===== src/rtl/split_stim_driver.sv =====
// Random stimulus driver for a split constraint checker: builds VEC_W-bit vectors from a
// 32-bit LFSR, holds each one until the checker answers, and tallies sat/unsat results.
// Optional macro SPLIT_DRV_FAILCAP_EN adds fail_vec/fail_seen capture of the first failing vector.
//
// Handshake: vec_valid rises when a fully built vector is on vec_out and stays high (vec_out
// frozen) until a res_valid is sampled; that edge consumes the result and vec_valid drops.
module split_stim_driver #(
    parameter int VEC_W = 64,
    parameter int CNT_W = 16
) (
    input  logic             clk,
    input  logic             rst_n,
    input  logic             start,
    input  logic             abort,
    input  logic [31:0]      seed,
    input  logic [CNT_W-1:0] num_vec,
    output logic [VEC_W-1:0] vec_out,
    output logic             vec_valid,
    input  logic             res_valid,
    input  logic             res_sat,
    output logic             busy,
    output logic             done,
    output logic [CNT_W-1:0] sat_cnt,
    output logic [CNT_W-1:0] unsat_cnt,
`ifdef SPLIT_DRV_FAILCAP_EN
    output logic [VEC_W-1:0] fail_vec,
    output logic             fail_seen,
`endif
    output logic [1:0]       state_dbg
);

    localparam int WORDS = VEC_W / 32;
    localparam int FW    = (WORDS > 1) ? $clog2(WORDS) : 1;

    typedef enum logic [1:0] {
        IDLE  = 2'd0,
        FILL  = 2'd1,
        DRIVE = 2'd2,
        DONE  = 2'd3
    } state_t;

    state_t           state, state_n;
    logic [31:0]      lfsr, lfsr_n;
    logic [FW-1:0]    fill_cnt;
    logic [CNT_W-1:0] issue_cnt, issue_inc;
    logic [CNT_W-1:0] num_vec_q;
    logic [VEC_W-1:0] vec_shift;
    logic             accept_start;
    logic             res_take;
    logic             fill_last;

    function automatic logic [CNT_W-1:0] sat_inc(input logic [CNT_W-1:0] v);
        return (&v) ? v : v + CNT_W'(1);
    endfunction

    // Fibonacci LFSR, taps 32,22,2,1 (bits 31,21,1,0)
    assign lfsr_n = {lfsr[30:0], lfsr[31] ^ lfsr[21] ^ lfsr[1] ^ lfsr[0]};

    generate
        if (WORDS == 1) begin : g_one_word
            assign vec_shift = lfsr_n;
        end else begin : g_multi_word
            assign vec_shift = {vec_out[VEC_W-33:0], lfsr_n};
        end
    endgenerate

    assign accept_start = start && !abort && (state == IDLE || state == DONE);
    assign res_take     = (state == DRIVE) && res_valid;
    assign fill_last    = (fill_cnt == FW'(WORDS - 1));
    assign issue_inc    = sat_inc(issue_cnt);

    always_comb begin
        state_n = state;
        case (state)
            IDLE, DONE: begin
                if (accept_start)
                    state_n = (num_vec == '0) ? DONE : FILL;
            end
            FILL: begin
                if (abort)
                    state_n = DONE;
                else if (fill_last)
                    state_n = DRIVE;
            end
            DRIVE: begin
                if (abort)
                    state_n = DONE;
                else if (res_valid)
                    state_n = (issue_inc == num_vec_q) ? DONE : FILL;
            end
            default: state_n = IDLE;
        endcase
    end

    always_ff @(posedge clk or negedge rst_n) begin
        if (!rst_n) begin
            state     <= IDLE;
            lfsr      <= '0;
            vec_out   <= '0;
            fill_cnt  <= '0;
            issue_cnt <= '0;
            num_vec_q <= '0;
            sat_cnt   <= '0;
            unsat_cnt <= '0;
`ifdef SPLIT_DRV_FAILCAP_EN
            fail_vec  <= '0;
            fail_seen <= 1'b0;
`endif
        end else begin
            state <= state_n;
            if (accept_start) begin
                lfsr      <= (seed == 32'h0) ? 32'h0000_0001 : seed;
                fill_cnt  <= '0;
                issue_cnt <= '0;
                num_vec_q <= num_vec;
                sat_cnt   <= '0;
                unsat_cnt <= '0;
`ifdef SPLIT_DRV_FAILCAP_EN
                fail_vec  <= '0;
                fail_seen <= 1'b0;
`endif
            end
            if (state == FILL && !abort) begin
                lfsr     <= lfsr_n;
                vec_out  <= vec_shift;
                fill_cnt <= fill_last ? '0 : fill_cnt + FW'(1);
            end
            // a result that lands together with abort is still tallied
            if (res_take) begin
                issue_cnt <= issue_inc;
                if (res_sat)
                    sat_cnt <= sat_inc(sat_cnt);
                else
                    unsat_cnt <= sat_inc(unsat_cnt);
`ifdef SPLIT_DRV_FAILCAP_EN
                if (!res_sat && !fail_seen) begin
                    fail_vec  <= vec_out;
                    fail_seen <= 1'b1;
                end
`endif
            end
        end
    end

    assign vec_valid = (state == DRIVE);
    assign busy      = (state == FILL) || (state == DRIVE);
    assign done      = (state == DONE);
    assign state_dbg = state;

endmodule


===== config.mk =====
export PLATFORM = sky130hd
export DESIGN_NAME = split_stim_driver
export DESIGN_NICKNAME = d
export VERILOG_FILES = /design/src/rtl/split_stim_driver.sv
export SDC_FILE = /design/constraint.sdc
export NUM_CORES = 1
export LEC_CHECK = 0
export CAP_MARGIN = 20
export CORE_MARGIN = 2
export CORE_UTILIZATION = 45
export CTS_CLUSTER_DIAMETER = 40
export DETAILED_ROUTE_END_ITERATION = 8
export HOLD_SLACK_MARGIN = 0.06
export PLACE_DENSITY = 0.71
export SYNTH_ARGS = -nofsm -noshare
export SYNTH_HDL_FRONTEND = slang
export SYNTH_SLANG_ARGS = --single-unit

===== constraint.sdc =====
create_clock -name clk -period 3 [get_ports clk]
set_input_delay 0.45 -clock clk [delete_from_list [all_inputs] [get_ports clk]]
set_output_delay 0.45 -clock clk [all_outputs]
set_load 0.02 [all_outputs]

==> run_results.csv, run 1 <==
group,metric,value,unit
drt,drt_iter0_markers,482,
timing,fin_setup_tns,0,ns
final_layout,nNetsFinal,1057,
cts,cts_tree,"built",
placed_design,dp_hpwl,14000,um
synth,ys_async_sr_fraction,100,%
synth,ys_seq_area_share,53.9,%
synth,ys.flop_type,"dfrtp_1",
worst_setup_path,r2r_cells,8,
floorplan,rows,47,
power_and_ir_drop,total_leakage_power,4.70,nW
drt,vias,6618,
floorplan,io_pins,155,
timing,slew_viol_final,0,
worst_setup_path,r2r_start,"issue_cnt[0]$_DFFE_PN0P_",
final_layout,antenna_cells,0,
drt,wl_per_cell,16.2,um
synth,synth_edf_count,0,
worst_setup_path,cp_top_family,"simple AND/OR/NAND/NOR gates",
worst_setup_path,crit_arrival,2.94,ns
timing,hold_violations,0,
cts,post_cts_buffers,0,
worst_setup_path,critPathKind,"register to register",
synth,synth.largest_area_cell,"dfrtp_1",
placed_design,port_buffers,154,
global_routing,globalRouteOverflowTotal,0,
drt,drt-vias-per-instance,5.38,
cts,cts-buffers-inserted,17,
placed_design,gp_congestion,0.960,
worst_setup_path,worstPathCellList,"ha_1, nand4_1, nor4_4, or4_4, xnor2_1, o2111ai_1, or4_1, o41ai_2",
timing,period_needed,2.62,ns
synth,ys_warn_count,0,
cts,cts_root_buf,"clkbuf_16",
drt,drt_pass1_iterations,5,
floorplan,die_area,0.0179,mm^2
timing,holdWs,0.474,ns
cts,htreeDepth,4,
synth,synthTopCellsByArea,"dfrtp_1 (54%), nand2_1 (16%), a22oi_1 (3.2%)",
power_and_ir_drop,ir_drop,0.588,mV
timing,fin_worst_skew,0.00777,ns
timing,worst_slew_pin_slew,0.592,ns
drt,final_antenna_net_count,0,
timing,setup_viol,0,
final_layout,drive_above_1_share,6.24,%
global_routing,grt_pass1_vias,6217,
worst_setup_path,cp-start-kind,"register",
synth,synth_area,0.00757,mm^2
cts,clk_pin_slew,0.07,ns
synth,synth_cell_types,50,
worst_setup_path,cp-endpoint,"state_dbg[1]$_DFFE_PN0P_",
final_layout,area_delta_synth_final,32.8,%
worst_setup_path,r2r_end,"state_dbg[1]$_DFFE_PN0P_",
synth,syn_nets,900,
drt,drc_errors,0,
worst_setup_path,crit_required,3.32,ns
flow_run,drv_cap,0,
timing,fmax,381,MHz
worst_setup_path,crit_buf_inv,0,
cts,clk_latency,0.43,ns
timing,maxSlewHeadroom,60.5,%
synth,synthTopCellsByCount,"nand2_1 (314), dfrtp_1 (163), nor2_1 (34)",
cts,cts.sinks,163,
min_path,hp-class,"register to register",
global_routing,antenna_found_initial,0,
drt,totalWireLength,19900,um
global_routing,grt_max_degree,65,
synth,synth_top_area_share,53.9,%
timing,rsz0062_at_grt,"false",
synth,syn_area_per_cell,9.01,um^2
worst_setup_path,startpoint,"issue_cnt[0]$_DFFE_PN0P_",
power_and_ir_drop,power_density,888,mW/mm^2
worst_setup_path,path_depth,8,
floorplan,die_h,134,um
floorplan,core_area,0.0165,mm^2
global_routing,grt_pass1_wl,32700,um
worst_setup_path,crit_fanout,7,
outcome,status,"finished clean",
global_routing,track_usage,23.1,%
worst_setup_path,endpoint_kind,"register",
cts,cts.path.max_buffers,2,
worst_setup_path,slowest_delay,0.54,ns
synth,ys_seq_elements,163,
worst_setup_path,r2r_setup_slack,0.38,ns
synth,post-synth-top-count-cell,"nand2_1",
floorplan,initial_core_util,45.8,%
worst_setup_path,critPathSlowestCell,"or4_1",
timing,fin_crit_sh,87.5,%
synth,synthCells,840,
floorplan,die_w,134,um
final_layout,fillers,1422,
## area by class of cell
type / count / area [um^2] / area share, %
clock buffers: 18 / 429 / 4.27
clock inverters: 14 / 144 / 1.43
inverters: 12 / 45.0 / 0.448
multi-input cells: 630 / 3340 / 33.2
flip-flops and latches: 163 / 4080 / 40.6
well taps: 220 / 275 / 2.74
repair buffers: 173 / 1740 / 17.3
## cell families after synthesis
logic type               synth area share (%)
multiplexers                             2.91
XOR/XNOR                                 2.78
adder cells (fa/ha/maj)                 0.992
AO/OA/AOI/OAI                            11.2
buffers and inverters                    2.36
flip-flops                               53.9
AND/OR/NAND/NOR                          25.8
## worst min path at each step
stage | startpoint | slack (ns) | to | cells after the start
5_1_grt | vec_out[32]$_DFFE_PN0P_ | 0.50 | vec_out[32]$_DFFE_PN0P_ | 2
2_1_floorplan | rst_n | 0.15 | fill_cnt$_DFFE_PN0P_ | 0
6_report | vec_out[42]$_DFFE_PN0P_ | 0.47 | vec_out[42]$_DFFE_PN0P_ | 2
4_1_cts | vec_out[32]$_DFFE_PN0P_ | 0.48 | vec_out[32]$_DFFE_PN0P_ | 2
3_3_place_gp | rst_n | 0.44 | unsat_cnt[3]$_DFFE_PN0P_ | 1
3_5_place_dp | rst_n | 0.44 | unsat_cnt[3]$_DFFE_PN0P_ | 1
## registers in the layout, indices dropped and copies added, names as in the netlist
signal,flops
vec_out,64
lfsr,32
issue_cnt,16
num_vec_q,16
sat_cnt,16
unsat_cnt,16
state_dbg,2
fill_cnt,1
## cell usage in the layout (no fill, tap or decap), drive strengths merged, types with 5 or more instances in the layout
| master | n |
|---|---|
| o31ai | 7 |
| dfrtp | 163 |
| mux2i | 22 |
| o21ai | 30 |
| a21oi | 19 |
| xor2 | 9 |
| nor2 | 34 |
| xnor2 | 15 |
| nand2 | 314 |
| a311oi | 5 |
| nor3 | 10 |
| clkbuf | 18 |
| ha | 6 |
| inv | 19 |
| nand2b | 6 |
| o211ai | 10 |
| a31oi | 8 |
| and4 | 6 |
| nor4 | 17 |
| nand3 | 24 |
| clkdlybuf4s50 | 153 |
| and3 | 8 |
| a22oi | 32 |
| buf | 19 |
| nand4 | 17 |
## power by group
part | leakage (nW) | switching [mW] | internal [mW]
sequential | 2.15 | 0.535 | 2.86
clock | 0.279 | 0.964 | 1.17
combinational | 2.27 | 1.92 | 1.47
## worst register-to-register path: cells and delay by family (launching register included)
family / cells / cell delay (ns)
AOI/OAI and AO/OA: 2 / 0.32
xor gates and xnor gates: 1 / 0.18
adders and majority gates: 1 / 0.29
DFF: 1 / 0.43
and+or+nand+nor: 4 / 1.30
## per-stage QoR
step / cells / cell area [um^2] / utilization, % / total power, mW / setup slack [ns]
after detailed placement: 1197 / 9460 / 57.2 / 6.82 / 0.317
final: 1230 / 10000 / 60.8 / 8.93 / 0.376
after CTS: 1230 / 10000 / 60.7 / 9.00 / 0.268
after global placement: 1197 / 9460 / 57.2 / 6.77 / 0.348
after floorplan: 840 / 7570 / - / 5.31 / 0.390
after global routing: 1230 / 10000 / 60.8 / 9.50 / 0.166
## layer usage
metal,track usage [%],vias to the layer above,wire length [um]
li1,-,3207,-
met1,32.4,3216,9180
met2,36.0,177,9210
met3,6.47,18,1290
met4,5.67,0,222
met5,0,-,0
## timing repair
item / 4_1_cts / 5_1_grt
hold endpoints to repair: 51 / 0
hold buffers: 1 / 0
resized for setup: 0 / 1
setup endpoints to repair: 0 / 1
No activity file was read; power rests on OpenSTA's default activity.
==> run 2: changes to the inputs <==
--- a/config.mk
+++ b/config.mk
@@ -9,6 +9,7 @@
 export CORE_MARGIN = 2
 export CORE_UTILIZATION = 45
 export CTS_CLUSTER_DIAMETER = 40
+export CTS_CLUSTER_SIZE = 10
 export DETAILED_ROUTE_END_ITERATION = 8
 export HOLD_SLACK_MARGIN = 0.06
 export PLACE_DENSITY = 0.71
==> results of run 2 <==
Final layout, timing and power as in run 1 (identical DEF).
